## src/rtl/ldm_stm_sequencer_if.sv

```systemverilog
// Bundle between the LDM/STM sequencer and its surroundings: request fields
// from control, the data memory beat handshake and the regfile ports.
interface ldm_stm_sequencer_if #(
    parameter int DATA_W  = 32,
    parameter int REG_N   = 16,
    parameter int RADDR_W = 4
);
    logic               start;
    logic               is_load;
    logic [REG_N-1:0]   reg_list;
    logic [RADDR_W-1:0] base_reg;
    logic [DATA_W-1:0]  base_val;
    logic               up;
    logic               pre;
    logic               wb;
    logic               busy;
    logic               done;

    logic [DATA_W-1:0]  mem_addr;
    logic               mem_rd;
    logic               mem_wr;
    logic [DATA_W-1:0]  mem_wdata;
    logic [DATA_W-1:0]  mem_rdata;
    logic               mem_ready;

    logic [RADDR_W-1:0] rf_rd_addr;
    logic [DATA_W-1:0]  rf_rd_data;
    logic               rf_w_en;
    logic [RADDR_W-1:0] rf_w_addr;
    logic [DATA_W-1:0]  rf_w_data;

    modport slave (
        input  start, is_load, reg_list, base_reg, base_val, up, pre, wb,
               mem_rdata, mem_ready, rf_rd_data,
        output busy, done, mem_addr, mem_rd, mem_wr, mem_wdata,
               rf_rd_addr, rf_w_en, rf_w_addr, rf_w_data
    );

    modport master (
        output start, is_load, reg_list, base_reg, base_val, up, pre, wb,
               mem_rdata, mem_ready, rf_rd_data,
        input  busy, done, mem_addr, mem_rd, mem_wr, mem_wdata,
               rf_rd_addr, rf_w_en, rf_w_addr, rf_w_data
    );
endinterface

```

## src/rtl/ldm_stm_sequencer.sv

```systemverilog
// ARM LDM/STM block-transfer sequencer: one register per memory beat, ascending
// register order, IA/IB/DA/DB addressing, optional base writeback at the end.
module ldm_stm_sequencer #(
    parameter int DATA_W  = 32,
    parameter int REG_N   = 16,
    parameter int RADDR_W = 4
) (
    input  logic                 clk,
    input  logic                 rst_n,
    ldm_stm_sequencer_if.slave   bus
);
    localparam int CNT_W = $clog2(REG_N + 1);

    localparam logic [1:0] S_IDLE = 2'd0;
    localparam logic [1:0] S_XFER = 2'd1;
    localparam logic [1:0] S_WB   = 2'd2;
    localparam logic [1:0] S_DONE = 2'd3;

    logic [1:0]         state_reg;
    logic [REG_N-1:0]   list_reg;
    logic [DATA_W-1:0]  addr_reg;
    logic [DATA_W-1:0]  wb_val_reg;
    logic [RADDR_W-1:0] rn_reg;
    logic               ld_reg;
    logic               do_wb_reg;

    logic [CNT_W-1:0]   cnt;
    logic [DATA_W-1:0]  base;
    logic [DATA_W-1:0]  span;
    logic [DATA_W-1:0]  first_addr;
    logic [RADDR_W-1:0] idx;
    logic [REG_N-1:0]   list_next;
    logic               xfer;
    logic               beat_done;
    logic               wb_state;

    always_comb begin
        cnt = '0;
        for (int i = 0; i < REG_N; i++) begin
            cnt = cnt + CNT_W'(bus.reg_list[i]);
        end
    end

    assign base = bus.base_val & ~DATA_W'(3);
    assign span = DATA_W'(cnt) << 2;

    always_comb begin
        first_addr = base;
        case ({bus.up, bus.pre})
            2'b10:   first_addr = base;
            2'b11:   first_addr = base + DATA_W'(4);
            2'b00:   first_addr = base - span + DATA_W'(4);
            default: first_addr = base - span;
        endcase
    end

    // Lowest remaining set bit is the register served by the current beat.
    always_comb begin
        idx = '0;
        for (int i = REG_N - 1; i >= 0; i--) begin
            if (list_reg[i]) begin
                idx = RADDR_W'(i);
            end
        end
    end

    assign list_next = list_reg & (list_reg - REG_N'(1));
    assign xfer      = (state_reg == S_XFER);
    assign beat_done = xfer && bus.mem_ready;
    assign wb_state  = (state_reg == S_WB);

    always_ff @(posedge clk or negedge rst_n) begin
        if (!rst_n) begin
            state_reg  <= S_IDLE;
            list_reg   <= '0;
            addr_reg   <= '0;
            wb_val_reg <= '0;
            rn_reg     <= '0;
            ld_reg     <= 1'b0;
            do_wb_reg  <= 1'b0;
        end else begin
            case (state_reg)
                S_IDLE: begin
                    if (bus.start) begin
                        list_reg   <= bus.reg_list;
                        addr_reg   <= first_addr;
                        wb_val_reg <= bus.up ? (base + span) : (base - span);
                        rn_reg     <= bus.base_reg;
                        ld_reg     <= bus.is_load;
                        // A loaded base register keeps the loaded value.
                        do_wb_reg  <= bus.wb && !(bus.is_load && bus.reg_list[bus.base_reg]);
                        if (bus.reg_list != '0) begin
                            state_reg <= S_XFER;
                        end else if (bus.wb) begin
                            state_reg <= S_WB;
                        end else begin
                            state_reg <= S_DONE;
                        end
                    end
                end
                S_XFER: begin
                    if (bus.mem_ready) begin
                        list_reg <= list_next;
                        addr_reg <= addr_reg + DATA_W'(4);
                        if (list_next == '0) begin
                            state_reg <= do_wb_reg ? S_WB : S_DONE;
                        end
                    end
                end
                S_WB:    state_reg <= S_DONE;
                default: state_reg <= S_IDLE;
            endcase
        end
    end

    assign bus.busy       = (state_reg != S_IDLE);
    assign bus.done       = (state_reg == S_DONE);
    assign bus.mem_rd     = xfer && ld_reg;
    assign bus.mem_wr     = xfer && !ld_reg;
    assign bus.mem_addr   = xfer ? addr_reg : '0;
    assign bus.rf_rd_addr = (xfer && !ld_reg) ? idx : '0;
    assign bus.mem_wdata  = (xfer && !ld_reg) ? bus.rf_rd_data : '0;

    assign bus.rf_w_en    = (beat_done && ld_reg) || wb_state;
    assign bus.rf_w_addr  = wb_state ? rn_reg :
                            (beat_done && ld_reg) ? idx : '0;
    assign bus.rf_w_data  = wb_state ? wb_val_reg :
                            (beat_done && ld_reg) ? bus.mem_rdata : '0;
endmodule
```

## src/flat_wrapper.sv

```systemverilog
// flat-port wrapper written by rule: the top's interface ports become plain ports
module ldm_stm_sequencer_flat 
#(
    parameter int DATA_W  = 32,
    parameter int REG_N   = 16,
    parameter int RADDR_W = 4
)
  (clk, rst_n, bus_start, bus_is_load, bus_reg_list, bus_base_reg, bus_base_val, bus_up, bus_pre, bus_wb, bus_mem_rdata, bus_mem_ready, bus_rf_rd_data, bus_busy, bus_done, bus_mem_addr, bus_mem_rd, bus_mem_wr, bus_mem_wdata, bus_rf_rd_addr, bus_rf_w_en, bus_rf_w_addr, bus_rf_w_data);
  ldm_stm_sequencer_if #(.DATA_W(DATA_W), .REG_N(REG_N), .RADDR_W(RADDR_W)) bus_i ();
  input  logic clk;
  input  logic rst_n;
  input wire logic [$bits(bus_i.start)-1:0] bus_start;
  input wire logic [$bits(bus_i.is_load)-1:0] bus_is_load;
  input wire logic [$bits(bus_i.reg_list)-1:0] bus_reg_list;
  input wire logic [$bits(bus_i.base_reg)-1:0] bus_base_reg;
  input wire logic [$bits(bus_i.base_val)-1:0] bus_base_val;
  input wire logic [$bits(bus_i.up)-1:0] bus_up;
  input wire logic [$bits(bus_i.pre)-1:0] bus_pre;
  input wire logic [$bits(bus_i.wb)-1:0] bus_wb;
  input wire logic [$bits(bus_i.mem_rdata)-1:0] bus_mem_rdata;
  input wire logic [$bits(bus_i.mem_ready)-1:0] bus_mem_ready;
  input wire logic [$bits(bus_i.rf_rd_data)-1:0] bus_rf_rd_data;
  output wire logic [$bits(bus_i.busy)-1:0] bus_busy;
  output wire logic [$bits(bus_i.done)-1:0] bus_done;
  output wire logic [$bits(bus_i.mem_addr)-1:0] bus_mem_addr;
  output wire logic [$bits(bus_i.mem_rd)-1:0] bus_mem_rd;
  output wire logic [$bits(bus_i.mem_wr)-1:0] bus_mem_wr;
  output wire logic [$bits(bus_i.mem_wdata)-1:0] bus_mem_wdata;
  output wire logic [$bits(bus_i.rf_rd_addr)-1:0] bus_rf_rd_addr;
  output wire logic [$bits(bus_i.rf_w_en)-1:0] bus_rf_w_en;
  output wire logic [$bits(bus_i.rf_w_addr)-1:0] bus_rf_w_addr;
  output wire logic [$bits(bus_i.rf_w_data)-1:0] bus_rf_w_data;
  assign bus_i.start = bus_start;
  assign bus_i.is_load = bus_is_load;
  assign bus_i.reg_list = bus_reg_list;
  assign bus_i.base_reg = bus_base_reg;
  assign bus_i.base_val = bus_base_val;
  assign bus_i.up = bus_up;
  assign bus_i.pre = bus_pre;
  assign bus_i.wb = bus_wb;
  assign bus_i.mem_rdata = bus_mem_rdata;
  assign bus_i.mem_ready = bus_mem_ready;
  assign bus_i.rf_rd_data = bus_rf_rd_data;
  assign bus_busy = bus_i.busy;
  assign bus_done = bus_i.done;
  assign bus_mem_addr = bus_i.mem_addr;
  assign bus_mem_rd = bus_i.mem_rd;
  assign bus_mem_wr = bus_i.mem_wr;
  assign bus_mem_wdata = bus_i.mem_wdata;
  assign bus_rf_rd_addr = bus_i.rf_rd_addr;
  assign bus_rf_w_en = bus_i.rf_w_en;
  assign bus_rf_w_addr = bus_i.rf_w_addr;
  assign bus_rf_w_data = bus_i.rf_w_data;
  ldm_stm_sequencer #(.DATA_W(DATA_W), .REG_N(REG_N), .RADDR_W(RADDR_W)) u_core (.clk(clk), .rst_n(rst_n), .bus(bus_i));
endmodule
```

## config.mk

```make
export PLATFORM = sky130hd
export DESIGN_NAME = ldm_stm_sequencer_flat
export DESIGN_NICKNAME = d
export VERILOG_FILES = /design/src/rtl/ldm_stm_sequencer_if.sv /design/src/rtl/ldm_stm_sequencer.sv /design/src/flat_wrapper.sv
export SDC_FILE = /design/constraint.sdc
export NUM_CORES = 1
export LEC_CHECK = 0
export BUFFER_PORTS_ARGS = -buffer_cell sky130_fd_sc_hd__buf_4
export CORE_MARGIN = 2
export CORE_UTILIZATION = 40
export CTS_BUF_LIST = sky130_fd_sc_hd__clkbuf_2 sky130_fd_sc_hd__clkbuf_4 sky130_fd_sc_hd__clkbuf_8
export DETAILED_ROUTE_END_ITERATION = 7
export GPL_TIMING_DRIVEN = 1
export PLACE_DENSITY = 0.69
export REMOVE_ABC_BUFFERS = 1
export SLEW_MARGIN = 20
export SYNTH_ARGS = -nofsm -noshare
export SYNTH_HDL_FRONTEND = slang
export SYNTH_SLANG_ARGS = --single-unit
```

## constraint.sdc

```tcl
create_clock -name clk -period 3.35 [get_ports clk]
set_input_delay 0.5025 -clock clk [delete_from_list [all_inputs] [get_ports clk]]
set_output_delay 0.5025 -clock clk [all_outputs]
set_load 0.03 [all_outputs]
```

==> results of run 1 <==
-- per-stage QoR --
stage / std cells / setup slack (ps) / hold slack, ps
after floorplan: 1145 / -3720 / 207
after global placement: 1890 / -3760 / 467
after detailed placement: 1890 / -3930 / 476
after CTS: 1929 / -3040 / 78.4
after global routing: 1940 / -3330 / 102
final: 1940 / -3130 / 67.0
-- per-layer routing --
metal	GRT usage [%]	routed length, um	vias up	part of all wire, %
met5	0	0	-	0
li1	-	-	5252	-
met4	14.9	1890	0	5.1
met2	52.4	18700	464	51
met3	4.58	2070	103	5.6
met1	32.9	14200	5344	38
-- worst max-delay path, delay by kind of cell --
family / cells / cell delay [ps]
xor gates and xnor gates: 1 / 140
adders and majority gates: 8 / 3470
buffers and inverters: 7 / 750
and+or+nand+nor: 6 / 1180
AOI/OAI and AO/OA: 3 / 710
-- final timing paths --
path | endpoint | slack [ps] | depth (start not counted)
min | u_core.addr_reg[28]$_DFFE_PN0P_ | 70 | 1
min in group clk | u_core.ld_reg$_DFFE_PN0P_ | 340 | 2
max reg2reg | u_core.state_reg[1]$_DFFE_PN0P_ | 220 | 10
max | u_core.addr_reg[29]$_DFFE_PN0P_ | -3130 | 25
min reg2reg | u_core.wb_val_reg[6]$_DFFE_PN0P_ | 490 | 2
max in group asynchronous | u_core.wb_val_reg[15]$_DFFE_PN0P_ | 2520 | 2
-- area by class of cell --
type	count	area share, %
timing repair buffer	493	26.9
multi-input combinational	1005	53.0
clock buffer	10	0.958
inverter	57	1.52
clock inverter	6	0.497
sequential	84	14.6
tap	285	2.48
-- logic make-up (layout without fill, tap and decap cells) --
group	count (synthesis)	count (layout)	synth area share, %
and+or+nand+nor	508	509	28.5
muxes	25	25	3.53
xor gates and xnor gates	84	84	7.99
buffers and inverters	150	566	6.44
adders and majority gates	43	43	6.71
AOI/OAI and AO/OA	342	342	24.0
other	1	2	0.0407
DFF	84	84	22.8
-- cells in the mapped netlist, types with 13 or more instances --
cell type,n
nand2_1,133
xor2_1,27
a31oi_1,14
o22ai_1,19
nor3_1,30
a22o_1,30
or3_1,26
clkbuf_1,69
nor4_1,21
dfrtp_1,84
a21oi_1,71
nand3_1,49
xnor2_1,57
nand4_1,13
a211oi_1,25
nor2_1,97
o21ai_0,104
and3_1,14
inv_1,55
ha_1,27
and2_1,65
-- timing repair --
action / in CTS / in global routing
gates resized for setup: 184 / 80
gates cloned: 1 / 0
setup buffers: 24 / 15
pin swaps: 78 / 43
setup endpoints to repair: 60 / 60
-- power by group through the flow --
stage | logic, W | clock network, W | registers, W
after floorplan | 0.00433 | 0 | 0.00190
after global placement | 0.00710 | 0 | 0.00206
after detailed placement | 0.00724 | 0 | 0.00206
after CTS | 0.00795 | 0.000826 | 0.00204
after global routing | 0.00917 | 0.000872 | 0.00214
final | 0.00854 | 0.000806 | 0.00206
==> results.md, run 1 <==
- Fin crit period: 6480 ps
- Synth cell types: 73
- Final Routed Wirelength: 36800 um
- Setup Skew: roughly 10 ps
- Critical Path Max Stage Delay: 550 ps
- Nets: 1813
- Post-layout instance area: 14400 um^2
- Post-DP HPWL: 27400 um
- Max-slew violation total from the final report: 0
- EDFF count, synth: 0
- Filler Cells Inserted: 1976
- Top FF cell, synth: dfrtp_1
- Slowest CP cell: fa_2
- # rows: 55
- Clock power frac: 7.1%
- Beginning of the critical path: bus_reg_list[1]
- FF-to-FF Start: u_core.list_reg[3]$_DFFE_PN0P_
- Clk root buf: clkbuf_8
- Vias per cell: 5.75
- VDD IR max: 0.000572 V
- Crit Path Max Fanout: 3
- Share of cells above drive strength 1: 42.7%
- Largest cells by area after synthesis: dfrtp_1 (23%), o21ai_0 (5.7%), nand2_1 (5.4%)
- Largest net degree at the start of global routing: 69
- Initial core utilization: 40.7%
- Switching share of power: between 50% and 60%
- Area leader, netlist: dfrtp_1
- Leakage: 6.36 nW
- Max cap viols: 0
- Final period utilization: 194%
- Multi-input logic area: 7620 um^2
- Area Growth Syn to Fin: 55.9%
- Synth top area share: 22.8%
- Clock-pin slew of the registers on the worst-case setup and hold paths: 90 ps
- Setup violators final: 60
- Core ar.: roughly 23000 um^2
- Pwr Density: just under 800 nW/um^2
- Status: finished, violations left
- Cell Area, Synth: just over 9000 um^2
- Clock buffer count from CTS: 9
- Routed vias: 11200
- Fin worst setup slack: -3130 ps
- Final RePlAce weighted congestion: 0.982
- I/O Buffers: 228
- Synth Area per Inst: 7.45 um^2
- Hold Path Class: in -> async
- Relative slew slack: 52.2%
- Cell Area, Placed: 12700 um^2
- Die Ht: 156 um
- Pint: 0.00569 W
- RSZ-0062 raised after global routing: yes
- Vias in the first global route: 10800
- Setup_tns: -138650 ps
- Post-synth ARST share: 100%
- Total gr overflow: 0
- Post-route ant nets: 0
- Maximum clock path buffer count: 2
- Pre-antenna DRT Iters: 5
- Worst setup EP type: register
- CTS tree: done
- Register area: 2100 um^2
- Total power: 0.0114 W
- Failing checks: setup timing
- Sequential share of power: 18.0%
- Initial antenna violation count: 0
- N_diodes: 0
- Sw power: 0.00571 W
- Initial DRC count: 768
- Clk Latency, worst-skew pair: about 400 ps
- H-tree depth: 3
- Startpoint Class: primary input
- Hold Vio Cnt, Final: 0
- Worst-margin pin slew: 717 ps
- Most used cell, CP: fa_2
- Register area share after synthesis: 22.8%
- Most frequent cells in the layout: buf_4 (462), nand2_1 (123), nor2_1 (86)
- # DRC: 0
- Die X-Extent: around 160 um
- Kind of critical path: in -> reg
- Commonest non-fill, non-tap cell in the layout: buf_4
- Yosys warns: 0
- # hold bufs at CTS: 0
- WP data arrival: 6770 ps
- Comb power frac: roughly 75%
- Io pins: 233
- Die ar.: 24300 um^2
- Req. time, crit path: 3630 ps
- DR WL/cell: 19.0 um
- Global Route Usage Sum: 28.9%
- Flops & latches, synth: 84
- Syn Inst Count: 1237
- First-pass GRT wire length: 55400 um
- Fmax: 154 MHz
- Layout Utilization: 63.4%
- Clk sink count: 84
Note: power is estimated with default switching activity, not from simulation.
==> run 2: changes to the inputs <==
- PLACE_DENSITY: 0.69 -> 0.68
==> results.md, run 2 (same netlist as run 1, synthesis figures left out) <==
- Status: finished, violations left (unchanged)
- Failing checks: setup timing (unchanged)
- Commonest non-fill, non-tap cell in the layout: buf_4 (unchanged)
- Final period utilization: 200% (was 194%)
- Core ar.: 22600 um^2 (unchanged)
- Filler Cells Inserted: 1871 (was 1976)
- FF-to-FF setup slack: 250 ps (was 220 ps)
- Relative slew slack: 47.5% (was 52.2%)
- Pre-antenna DRT Iters: 5 (unchanged)
- WP data arrival: 6980 ps (was 6770 ps)
- Cell Area, Placed: 12600 um^2 (was 12700 um^2)
- Hold Vio Cnt, Final: 0 (unchanged)
- Final RePlAce weighted congestion: 0.996 (was 0.982)
- Initial core utilization: 40.7% (unchanged)
- Worst setup EP type: register (unchanged)
- Setup Skew: 13.7 ps (was 10.0 ps)
- Layout Utilization: 66.0% (was 63.4%)
- Setup violators final: 60 (unchanged)
- Routed vias: 11500 (was 11200)
- Startpoint Class: primary input (unchanged)
- Die ar.: 24300 um^2 (unchanged)
- Clk sink count: 84 (unchanged)
- Initial DRC count: 780 (was 768)
- Hold Path Class: in -> async (unchanged)
- FF-to-FF Start: u_core.list_reg[1]$_DFFE_PN0P_ (was u_core.list_reg[3]$_DFFE_PN0P_)
- # DRC: 0 (unchanged)
- CTS tree: done (unchanged)
- Multi-input logic area: 7940 um^2 (was 7620 um^2)
- Inst Count DP: 1880 (was 1890)
- Leakage: 6.55 nW (was 6.36 nW)
- H-tree depth: 3 (unchanged)
- Io pins: 233 (unchanged)
- Clock-pin slew of the registers on the worst-case setup and hold paths: 100 ps (was 90 ps)
- Initial antenna violation count: 0 (unchanged)
- Die Ht: 156 um (unchanged)
- Maximum clock path buffer count: 2 (unchanged)
- Die X-Extent: 156 um (unchanged)
- Max cap viols: 0 (unchanged)
- DR WL/cell: 20.2 um (was 19.0 um)
- Pwr Density: 809 nW/um^2 (was 794 nW/um^2)
- First-pass GRT wire length: 57000 um (was 55400 um)
- Critical Path Max Stage Delay: 590 ps (was 550 ps)
- Final Routed Wirelength: 39500 um (was 36800 um)
- Clk root buf: clkbuf_8 (unchanged)
- Fmax: 150 MHz (was 154 MHz)
- Area Growth Syn to Fin: 62.2% (was 55.9%)
- Share of cells above drive strength 1: 46.3% (was 42.7%)
- Post-route ant nets: 0 (unchanged)
- Post-layout instance area: 14900 um^2 (was 14400 um^2)
- Register area: 2100 um^2 (unchanged)
- Nets: 1831 (was 1813)
- Worst-margin pin slew: 787 ps (was 717 ps)
- Crit Path Max Fanout: 8 (was 3)
- RSZ-0062 raised after global routing: yes (unchanged)
- Global Route Usage Sum: 29.8% (was 28.9%)
- N_diodes: 0 (unchanged)
- Total gr overflow: 0 (unchanged)
- Most frequent cells in the layout: buf_4 (451), nand2_1 (125), dfrtp_1 (84) (was buf_4 (462), nand2_1 (123), nor2_1 (86))
- Clock buffer count from CTS: 9 (unchanged)
- Post-route insts no fill: 1958 (was 1940)
- Vias per cell: 5.90 (was 5.75)
- Fin worst setup slack: -3330 ps (was -3130 ps)
- Worst-path cell chain: buf_8 > inv_6 > ha_4 > inv_2 > fa_1 > fa_1 > fa_2 > fa_1 > fa_2 > fa_2 > inv_4 > ha_4 > nor2_4 > o311a_4 > buf_6 > nor3_4 > xnor2_2 > or3_4 > or3_4 > nor4_4 > buf_4 > a311oi_1 > o41ai_2
- Fin crit period: 6680 ps (was 6480 ps)
- Slowest CP cell: fa_2 (unchanged)
- Clk Latency, worst-skew pair: 400 ps (about the same)
- I/O Buffers: 228 (unchanged)
- Post-DP HPWL: 27900 um (was 27400 um)
- Kind of critical path: in -> reg (unchanged)
- Total power: 0.0121 W (was 0.0114 W)
- # rows: 55 (unchanged)
- Max-slew violation total from the final report: 0 (unchanged)
- VDD IR max: 0.000493 V (was 0.000572 V)
- Req. time, crit path: 3640 ps (was 3630 ps)
- Worst r2r path cells: 11 (was 10)
- Vias in the first global route: 11100 (was 10800)
- Dpl ws: -3880 ps (was -3930 ps)
- Largest net degree at the start of global routing: 69 (unchanged)
- RR Endpoint: u_core.state_reg[0]$_DFFE_PN0P_ (was u_core.state_reg[1]$_DFFE_PN0P_)
-- run 2: worst max path at each step --
stage	from	to	slack, ps	depth (start not counted)
final	bus_reg_list[1]	u_core.addr_reg[29]$_DFFE_PN0P_	-3330	23
after global routing	bus_reg_list[1]	u_core.addr_reg[29]$_DFFE_PN0P_	-3500	28
after CTS	bus_reg_list[0]	u_core.addr_reg[21]$_DFFE_PN0P_	-3120	23
after detailed placement	bus_reg_list[1]	u_core.addr_reg[27]$_DFFE_PN0P_	-3880	23
after global placement	bus_reg_list[0]	u_core.addr_reg[30]$_DFFE_PN0P_	-3740	22
after floorplan	bus_reg_list[0]	u_core.addr_reg[26]$_DFFE_PN0P_	-3720	21
-- run 2: timing repair --
item | in CTS | in global routing
setup endpoints to repair | 60 | 60
hold buffers | 0 | 0
pin swaps | 93 | 105
resized for setup | 199 | 174
setup buffers | 27 | 42
cloned | 1 | 0
-- run 2: cell type report --
type	instances	share of cell area, %
repair buffers	511	27.5
clock inverters	7	0.536
inverters	57	1.52
flip-flops and latches	84	14.1
well taps	285	2.39
multi-input cells	1005	53.2
clock buffers	9	0.829
-- run 2: per-layer routing --
layer	vias to the layer above	track usage (%)	wire length (um)
li1	5282	-	-
met4	0	16.1	2820
met1	5509	33.6	14200
met2	583	54.3	19800
met3	171	4.22	2760
met5	-	0	0
-- run 2: power breakdown --
part	leakage, nW	internal (W)	switching (W)
clock network	0.103	0.000357	0.000461
logic	5.42	0.00415	0.00504
registers	1.03	0.00153	0.000539
total	6.55	0.00604	0.00604
-- run 2: per-stage QoR --
stage                     setup TNS [ps]  hold slack [ps]
after floorplan                  -186790              207
after global placement           -175520              439
after CTS                        -145360             1.42
final                            -150030             5.14
after global routing             -158640             10.3
after detailed placement         -180100              438
-- run 2: critical path, delay by kind of cell --
family          cells  cell delay, ps
xor+xnor            1             100
simple gates        5            1500
compound gates      3             830
fa+ha+maj           8            3510
buf+inv             6             520
